==> config.mk <==
export PLATFORM = sky130hd
export DESIGN_NAME = bullet_ctrl_flat
export DESIGN_NICKNAME = d
export VERILOG_FILES = /design/src/rtl/bullet_if.sv /design/src/rtl/bullet_ctrl.sv /design/src/flat_wrapper.sv
export SDC_FILE = /design/constraint.sdc
export NUM_CORES = 1
export LEC_CHECK = 0
export ABC_AREA = 1
export BUFFER_PORTS_ARGS = -buffer_cell sky130_fd_sc_hd__buf_2
export CAP_MARGIN = 40
export CELL_PAD_IN_SITES_DETAIL_PLACEMENT = 0
export CELL_PAD_IN_SITES_GLOBAL_PLACEMENT = 1
export CORE_ASPECT_RATIO = 0.9
export CORE_MARGIN = 1.5
export CORE_UTILIZATION = 35
export CTS_CLUSTER_DIAMETER = 200
export CTS_CLUSTER_SIZE = 20
export DETAILED_ROUTE_END_ITERATION = 10
export GPL_TIMING_DRIVEN = 0
export PLACE_DENSITY_LB_ADDON = 0.05
export RECOVER_POWER = 100
export SYNTH_ARGS = -nofsm -noshare
export SYNTH_HDL_FRONTEND = slang
export SYNTH_SLANG_ARGS = --single-unit
export TNS_END_PERCENT = 100
==> constraint.sdc <==
create_clock -name clk -period 3 [get_ports clk]
set_input_delay 0.6 -clock clk [delete_from_list [all_inputs] [get_ports clk]]
set_output_delay 0.6 -clock clk [all_outputs]
set_load 0.01 [all_outputs]
==> src/rtl/bullet_if.sv <==
// Bullet controller signal bundle: game-side inputs and bullet position/status outputs.
interface bullet_if;
  localparam int unsigned XW = 10;
  localparam int unsigned YW = 10;

  logic          frame_tick;
  logic          fire;
  logic [XW-1:0] gunx;
  logic          col;
  logic [XW-1:0] bulletx;
  logic [YW-1:0] bullety;
  logic          active;
  logic          hit_pulse;

  modport master (
    output frame_tick, fire, gunx, col,
    input  bulletx, bullety, active, hit_pulse
  );

  modport slave (
    input  frame_tick, fire, gunx, col,
    output bulletx, bullety, active, hit_pulse
  );
endinterface

==> src/rtl/bullet_ctrl.sv <==
// Player bullet generator: launches one bullet on a fire press and moves it up
// once per frame tick until it hits something or leaves the top of the screen.
module bullet_ctrl #(
  parameter int unsigned SCREEN_W   = 640,
  parameter int unsigned GUN_Y      = 440,
  parameter int unsigned GUN_OFFSET = 15,
  parameter int unsigned STEP       = 8,
  parameter int unsigned COOLDOWN   = 4,
  parameter int unsigned PARK_Y     = 1023
) (
  input  logic     clk,
  input  logic     rst,
  bullet_if.slave  bus
);

  localparam int unsigned XW = 10;
  localparam int unsigned YW = 10;
  localparam int unsigned SW = XW + 1;
  localparam int unsigned CW = $clog2(COOLDOWN + 1);

  typedef enum logic [1:0] {
    IDLE = 2'd0,
    FLY  = 2'd1,
    HIT  = 2'd2
  } state_t;

  state_t        state_q, state_d;
  logic          fire_q;
  logic [CW-1:0] cooldown_q, cooldown_d;
  logic [XW-1:0] bulletx_q, bulletx_d;
  logic [YW-1:0] bullety_q, bullety_d;
  logic          active_q, active_d;
  logic          hit_pulse_q, hit_pulse_d;

  logic          fire_rise_c;
  logic [SW-1:0] launch_sum_c;
  logic [XW-1:0] launch_x_c;

  assign fire_rise_c  = bus.fire & ~fire_q;
  // Muzzle position computed one bit wider so it saturates rather than wraps.
  assign launch_sum_c = SW'(bus.gunx) + SW'(GUN_OFFSET);
  assign launch_x_c   = (launch_sum_c > SW'(SCREEN_W - 1)) ? XW'(SCREEN_W - 1)
                                                           : launch_sum_c[XW-1:0];

  // State and datapath registers.
  always_ff @(posedge clk) begin
    if (rst) begin
      state_q     <= IDLE;
      fire_q      <= 1'b1;
      cooldown_q  <= '0;
      bulletx_q   <= '0;
      bullety_q   <= YW'(PARK_Y);
      active_q    <= 1'b0;
      hit_pulse_q <= 1'b0;
    end else begin
      state_q     <= state_d;
      fire_q      <= bus.fire;
      cooldown_q  <= cooldown_d;
      bulletx_q   <= bulletx_d;
      bullety_q   <= bullety_d;
      active_q    <= active_d;
      hit_pulse_q <= hit_pulse_d;
    end
  end

  // Next-state logic; col outranks frame_tick while flying.
  always_comb begin
    state_d = state_q;
    case (state_q)
      IDLE: begin
        if (fire_rise_c && (cooldown_q == '0)) state_d = FLY;
      end
      FLY: begin
        if (bus.col)                                        state_d = HIT;
        else if (bus.frame_tick && (bullety_q < YW'(STEP))) state_d = IDLE;
      end
      HIT:     state_d = IDLE;
      default: state_d = IDLE;
    endcase
  end

  // Next values of the registered outputs and cooldown counter.
  always_comb begin
    cooldown_d  = cooldown_q;
    bulletx_d   = bulletx_q;
    bullety_d   = bullety_q;
    active_d    = active_q;
    hit_pulse_d = 1'b0;
    case (state_q)
      IDLE: begin
        if (cooldown_q != '0) begin
          if (bus.frame_tick) cooldown_d = cooldown_q - CW'(1);
        end else if (fire_rise_c) begin
          active_d  = 1'b1;
          bullety_d = YW'(GUN_Y);
          bulletx_d = launch_x_c;
        end
      end
      FLY: begin
        if (!bus.col && bus.frame_tick) begin
          if (bullety_q < YW'(STEP)) begin
            active_d   = 1'b0;
            bullety_d  = YW'(PARK_Y);
            cooldown_d = CW'(COOLDOWN);
          end else begin
            bullety_d = bullety_q - YW'(STEP);
          end
        end
      end
      HIT: begin
        hit_pulse_d = 1'b1;
        active_d    = 1'b0;
        bullety_d   = YW'(PARK_Y);
        cooldown_d  = CW'(COOLDOWN);
      end
      default: begin
        active_d  = 1'b0;
        bullety_d = YW'(PARK_Y);
      end
    endcase
  end

  assign bus.bulletx   = bulletx_q;
  assign bus.bullety   = bullety_q;
  assign bus.active    = active_q;
  assign bus.hit_pulse = hit_pulse_q;

endmodule

==> src/flat_wrapper.sv <==
// flat-port wrapper written by rule: the top's interface ports become plain ports
module bullet_ctrl_flat 
#(
  parameter int unsigned SCREEN_W   = 640,
  parameter int unsigned GUN_Y      = 440,
  parameter int unsigned GUN_OFFSET = 15,
  parameter int unsigned STEP       = 8,
  parameter int unsigned COOLDOWN   = 4,
  parameter int unsigned PARK_Y     = 1023
)
  (clk, rst, bus_frame_tick, bus_fire, bus_gunx, bus_col, bus_bulletx, bus_bullety, bus_active, bus_hit_pulse);
  bullet_if bus_i ();
  input  logic clk;
  input  logic rst;
  input wire logic [$bits(bus_i.frame_tick)-1:0] bus_frame_tick;
  input wire logic [$bits(bus_i.fire)-1:0] bus_fire;
  input wire logic [$bits(bus_i.gunx)-1:0] bus_gunx;
  input wire logic [$bits(bus_i.col)-1:0] bus_col;
  output wire logic [$bits(bus_i.bulletx)-1:0] bus_bulletx;
  output wire logic [$bits(bus_i.bullety)-1:0] bus_bullety;
  output wire logic [$bits(bus_i.active)-1:0] bus_active;
  output wire logic [$bits(bus_i.hit_pulse)-1:0] bus_hit_pulse;
  assign bus_i.frame_tick = bus_frame_tick;
  assign bus_i.fire = bus_fire;
  assign bus_i.gunx = bus_gunx;
  assign bus_i.col = bus_col;
  assign bus_bulletx = bus_i.bulletx;
  assign bus_bullety = bus_i.bullety;
  assign bus_active = bus_i.active;
  assign bus_hit_pulse = bus_i.hit_pulse;
  bullet_ctrl #(.SCREEN_W(SCREEN_W), .GUN_Y(GUN_Y), .GUN_OFFSET(GUN_OFFSET), .STEP(STEP), .COOLDOWN(COOLDOWN), .PARK_Y(PARK_Y)) u_core (.clk(clk), .rst(rst), .bus(bus_i));
endmodule
Word level (Yosys, flattened, before mapping)
Index checks and enable logic that the tools add are counted.
{ "totals": {"register_bits": 28, "inputBits": 15, "out_inout_bits": 22, "wordCells": 59} }
{ "op_classes": {"addsub": 3, "magnitude_cmp": 2, "n_eq_ne": 10, "muxes": 21, "bitwise_logic": 3, "reduce_logical": 13} }
{ "op_table": {"columns": ["cell", "count"], "rows": [
  ["10-bit two-way mux", 5],
  ["10-bit case mux with 2 select lines", 1],
  ["3-bit two-way mux", 4],
  ["10-bit by 4-bit adder with 11-bit output (second input constant)", 1],
  ["11-bit by 10-bit > comparator with 1-bit output (second input constant)", 1],
  ["10-bit by 4-bit less-than comparator with 1-bit output (second input constant)", 1],
  ["2-bit by 1-bit != test with 1-bit output (second input constant)", 5],
  ["10-bit by 4-bit subtractor with 10-bit output (second input constant)", 1],
  ["3-bit case mux with 3 select lines", 1],
  ["2-bit two-way mux", 3],
  ["3-bit AND reduction", 2],
  ["3-bit nonzero test", 2],
  ["1-bit two-way mux", 5],
  ["5-bit AND reduction", 1],
  ["2-bit != test (second input constant)", 2],
  ["2-bit case mux with 2 select lines", 1],
  ["4-bit AND reduction", 1],
  ["1-bit logical AND", 3],
  ["3-bit logical NOT", 1],
  ["3-bit by 2-bit != test with 1-bit output (second input constant)", 1],
  ["3-bit by 1-bit subtractor with 3-bit output (second input constant)", 1],
  ["2-bit by 1-bit == test with 1-bit output (second input constant)", 1],
  ["2-bit == test (second input constant)", 1],
  ["2-bit logical NOT", 1],
  ["5 further kinds", 6]
]} }

Depth between registers and ports, before layout
{ "depth": {"word_depth": 5, "mapped_depth": 12, "mapped_depth_nobuf": 12} }

Worst setup path after synthesis
Ideal clock, no wire load.
{ "synth_path": {"path_kind": "in2reg", "startpoint": "input bus_gunx[0]", "endpoint": "register u_core.bulletx_q[7] (netlist: u_core.bus.bulletx[7])", "setup_time_ns": 0.066, "t_arrival_ns": 1.643, "required_ns": 2.934, "path_slack_ns": 1.291, "cell_stages": 9, "path_buffers": 0, "cell_sequence": "inv_1 > ha_1 > nand2_2 > nand4_1 > nand2_1 > nand3b_2 > nand2_4 > nand2_1 > a21oi_2"} }
{ "synth_between": {"elab_chain_cells": 3} }
{ "synth_lines": {"columns": ["item", "line_no", "source"], "rows": [
  ["from (decl)", "flat_wrapper.sv:17", "input wire logic [$bits(bus_i.gunx)-1:0] bus_gunx;"],
  ["10-bit by 4-bit adder with 11-bit output *", "bullet_ctrl.sv:41", "assign launch_sum_c = SW'(bus.gunx) + SW'(GUN_OFFSET);"],
  ["11-bit by 10-bit > comparator with 1-bit output", "bullet_ctrl.sv:42", "assign launch_x_c = (launch_sum_c > SW'(SCREEN_W - 1)) ? XW'(SCREEN_W - 1)"],
  ["10-bit two-way mux *", "bullet_ctrl.sv:42", null],
  ["to (signal assigned)", "bullet_ctrl.sv:59", "bulletx_q <= bulletx_d;"],
  ["to (decl)", "bullet_ctrl.sv:30", "logic [XW-1:0] bulletx_q, bulletx_d;"]
]} }
Every way passes the cells marked *; elsewhere a longest branch is shown, timed or not.
A chain may end at the register's enable or synchronous reset.

Worst setup path in the final report
{ "layout_path": {"startpoint": "register u_core.state_q[1]", "endpoint": "register u_core.bullety_q[4] (netlist: u_core.bus.bullety[4])"} }
{ "layout_between": {"elab_chain_cells": 3, "word_cells_on_any_way": 7, "cone_classes": "eq/ne: 4; mux: 1; reduce/logical: 2"} }
{ "layout_lines": {"columns": ["item", "line_no", "source"], "rows": [
  ["from (decl)", "bullet_ctrl.sv:27", "state_t state_q, state_d;"],
  ["from (signal assigned)", "bullet_ctrl.sv:56", "state_q <= state_d;"],
  ["2-bit by 1-bit == test with 1-bit output or 2-bit logical NOT (tied branches)", "bullet_ctrl.sv:89", "case (state_q)"],
  ["2-bit by 1-bit != test with 1-bit output (no line) or 2-bit != test (tied branches)", null, null],
  ["3-bit AND reduction (no line)", null, null],
  ["to (signal assigned)", "bullet_ctrl.sv:52", "bullety_q <= YW'(PARK_Y);"],
  ["to (signal assigned)", "bullet_ctrl.sv:60", "bullety_q <= bullety_d;"],
  ["to (decl)", "bullet_ctrl.sv:31", "logic [YW-1:0] bullety_q, bullety_d;"]
]} }
Parallel ways exist; a longest one is shown, timed or not.

==> run metrics <==
Post-synth ARST share 0%; RePlAce Congestion approximately 0.76; Syn Area/Cell 7.287 um2; largest net degree at the start of global routing 14; MaxCap Viol Count 0; #FFs+latches synth 26; Syn Nets ~240; switching share of power between 30% and 40%; register area approximately 520 um2; Max H-tree Level 1; Switch Pwr 0.3744 mW; core area between 4000 and 5000 um2; final setup fails 0; PostCTS Resize Cnt 0; cell mode on critical path inv_1; CTS max path bufs 2; share of total power in combinational logic 37.5%; Yosys cell types 31; worst-path maximum fanout 10; row cnt 22; reg2reg end u_core.bus.bullety[4]; pins over their slew limit 0; GR Overflow Total 0; worst skew pair latency roughly 0.27 ns; CP Class register to register; Syn Inst Count ~220; io pins 37; ordered cell list for the critical path inv_1 > ha_1 > buf_4 > inv_1 > a21oi_1 > inv_1 > nand2_1 > inv_1 > a21oi_1 > o211ai_1; top_reg_cell synth dfxtp_1; crit path from u_core.state_q[1]; Die Y 66.62 um; worst slew pin tran between 0.5 and 0.6 ns; Avg WL per Cell 10.67 um; Min-Delay Path Class register to register; fill count between 400 and 500; Vias 1426; Top delay family on crit path compound AO/OA/AOI/OAI gates; share of cells above drive strength 1 about 16%; Starting Density a little under two fifths; drt pass-1 iters 4; PwrDens 566.4 nW/um2; setup TNS 0 ns; Reg power frac a little over two fifths; synth warn 0; Layout area overhead 13.75%; reg-to-reg startpoint u_core.state_q[1]; number of enable flip-flop cells after synthesis 0; hpwl dp between 2 and 3 mm; Root Driver clkbuf_8; clock tree sinks 26; port bufs 35; Post-CTS Setup Repair Bufs 0; fin crit period 1.995 ns; CP Capture Point u_core.bus.bullety[4]; Horiz. Die Dim roughly 74 um; Detailed Route WL 3.349 mm; vias in the first global route between 1000 and 1500; CTS Buf Count 3; clock skew 0.006724 ns; hold_buf cts 0; first-pass GRT wire length about 5.7 mm; multi-input combinational cell area around 840 um2; antenna-violating nets left 0; Final nets between 200 and 300; Worst VDD drop 0.3033 mV; Via-to-Cell Ratio between 4 and 5; Critical Path AT approximately 2.1 ns; Pint roughly 0.64 mW; initial antenna violation count 0; CTS tree yes; Leakage around 0.83 nW; R2R setup slack 1.01 ns; number of diodes 0; CP required ~3.1 ns; Critical Path Sink Type register; power share of the clock group 19.0%; total track usage approximately 15%; final worst slack between 1 and 1.5 ns; status finished, final reports clean; Final Cycle Share about two thirds; worst slack at placement 0.9738 ns; Final Hold Violating Endpoints 0; worst-case reg-to-reg path depth 10; detailed-route DRC error count 0; Max-slew headroom between 60 and 70%; Slowest-stage cell, CP dfxtp_1; WP buf/inv 5; Crit path depth 10; RSZ-0062 raised after global routing false; crit start category register; clk slew on worst S/H paths about 0.090 ns; 1st-iter DRT viols 39; register area share after synthesis between 30% and 40%; fmax between 500 and 600 MHz; Critical Path Max Stage Delay roughly 0.34 ns; post-synthesis cell area ~1600 um2; Die Area between 4000 and 5000 um2
[power groups by stage]
stage               combinational (mW)  sequential (mW)  clock, mW
CTS                              0.416            0.441      0.202
global route                     0.440            0.451      0.214
detailed placement               0.414            0.449          0
floorplan                        0.284            0.462          0
global placement                 0.414            0.450          0
finish                           0.380            0.442      0.193
[per-stage QoR]
step	power [mW]	utilization [%]	area, um2	cells	hold slack, ns
2_1_floorplan	0.7460	-	1574	216	0.4562
3_3_place_gp	0.8634	43.60	1824	311	0.4628
3_5_place_dp	0.8629	43.60	1824	311	0.4656
4_1_cts	1.059	44.59	1866	314	0.4810
5_1_grt	1.104	42.79	1790	314	0.5068
6_report	1.014	42.79	1790	314	0.4764
[cells in the final DEF (no fill, tap or decap), drive strengths merged]
cell type  netlist  routed
o21bai           1       1
clkbuf           1      27
xnor2            3       3
nor2            23      23
nand2           51      51
o211a            1       1
ha               8       8
or2              1       1
buf              6      18
a21oi           23      23
o211ai           4       4
inv             32      32
nand3           14      14
o311ai           1       1
dfxtp           26      26
o22ai            1       1
nand4            1       1
xor2             2       2
nand3b           3       3
o21ai           14      14
[worst min-delay path by stage]
stage / slack (ns) / from / end / depth (start not counted)
final: 0.48 / u_core.bus.bulletx[8] / u_core.bus.bulletx[8] / 2
after global routing: 0.51 / u_core.bus.bulletx[7] / u_core.bus.bulletx[7] / 2
after CTS: 0.48 / u_core.bus.bulletx[8] / u_core.bus.bulletx[8] / 2
after detailed placement: 0.47 / u_core.bus.active / u_core.bus.active / 2
after global placement: 0.46 / u_core.bus.bulletx[8] / u_core.bus.bulletx[8] / 2
after floorplan: 0.46 / u_core.cooldown_q[1] / u_core.cooldown_q[1] / 2
[cells in the mapped netlist, types with 2 or more instances]
cell	number	area (um2)
nand2_1	43	161.4
nand3_2	4	40.04
dfxtp_1	26	520.5
buf_4	3	22.52
inv_1	30	112.6
ha_1	8	100.1
o211ai_1	4	30.03
nor2_1	17	63.81
nand2_4	3	33.78
nand3b_1	2	15.01
inv_2	2	7.510
nor2_2	5	31.28
buf_6	2	22.52
o21ai_0	14	70.07
xor2_1	2	17.52
a21oi_2	4	35.03
nand3_1	10	50.05
nand2_2	5	31.28
a21oi_1	18	90.09
xnor2_1	3	26.28
[cell families (layout without fill, tap and decap cells)]
kind of cell | after synthesis | after routing | share of synthesized area (%)
compound gates | 45 | 45 | 17.41
buf+inv | 39 | 77 | 11.05
xor+xnor | 5 | 5 | 2.783
fa+ha+maj | 8 | 8 | 6.360
flops | 26 | 26 | 33.07
simple gates | 93 | 93 | 29.33
[tightest hold or removal path: stages, from the launching register on]
cell	delay (ns)
dfxtp_1	0.32
nand2_1	0.06
a21oi_1	0.06
[metal layers]
layer / part of all wire, % / GRT usage, %
met2: 43 / 23.54
met5: 0 / 0
met4: 0.24 / 2.083
met1: 53 / 20.94
met3: 4.1 / 3.480
[cell type report]
class	count	share of cell area, %
tap	60	4.193
sequential	26	29.07
multi-input combinational	151	46.75
inverter	32	6.709
timing repair buffer	35	8.386
clock buffer	3	2.306
buffer	7	2.586
[flip-flops by register name, summed over array words and instances (netlist names)]
name	count
u_core.bus.active	1
u_core.bus.bulletx	10
u_core.bus.bullety	8
u_core.bus.hit_pulse	1
u_core.cooldown_q	3
u_core.fire_q	1
u_core.state_q	2
Note: power is estimated with default switching activity, not from simulation.
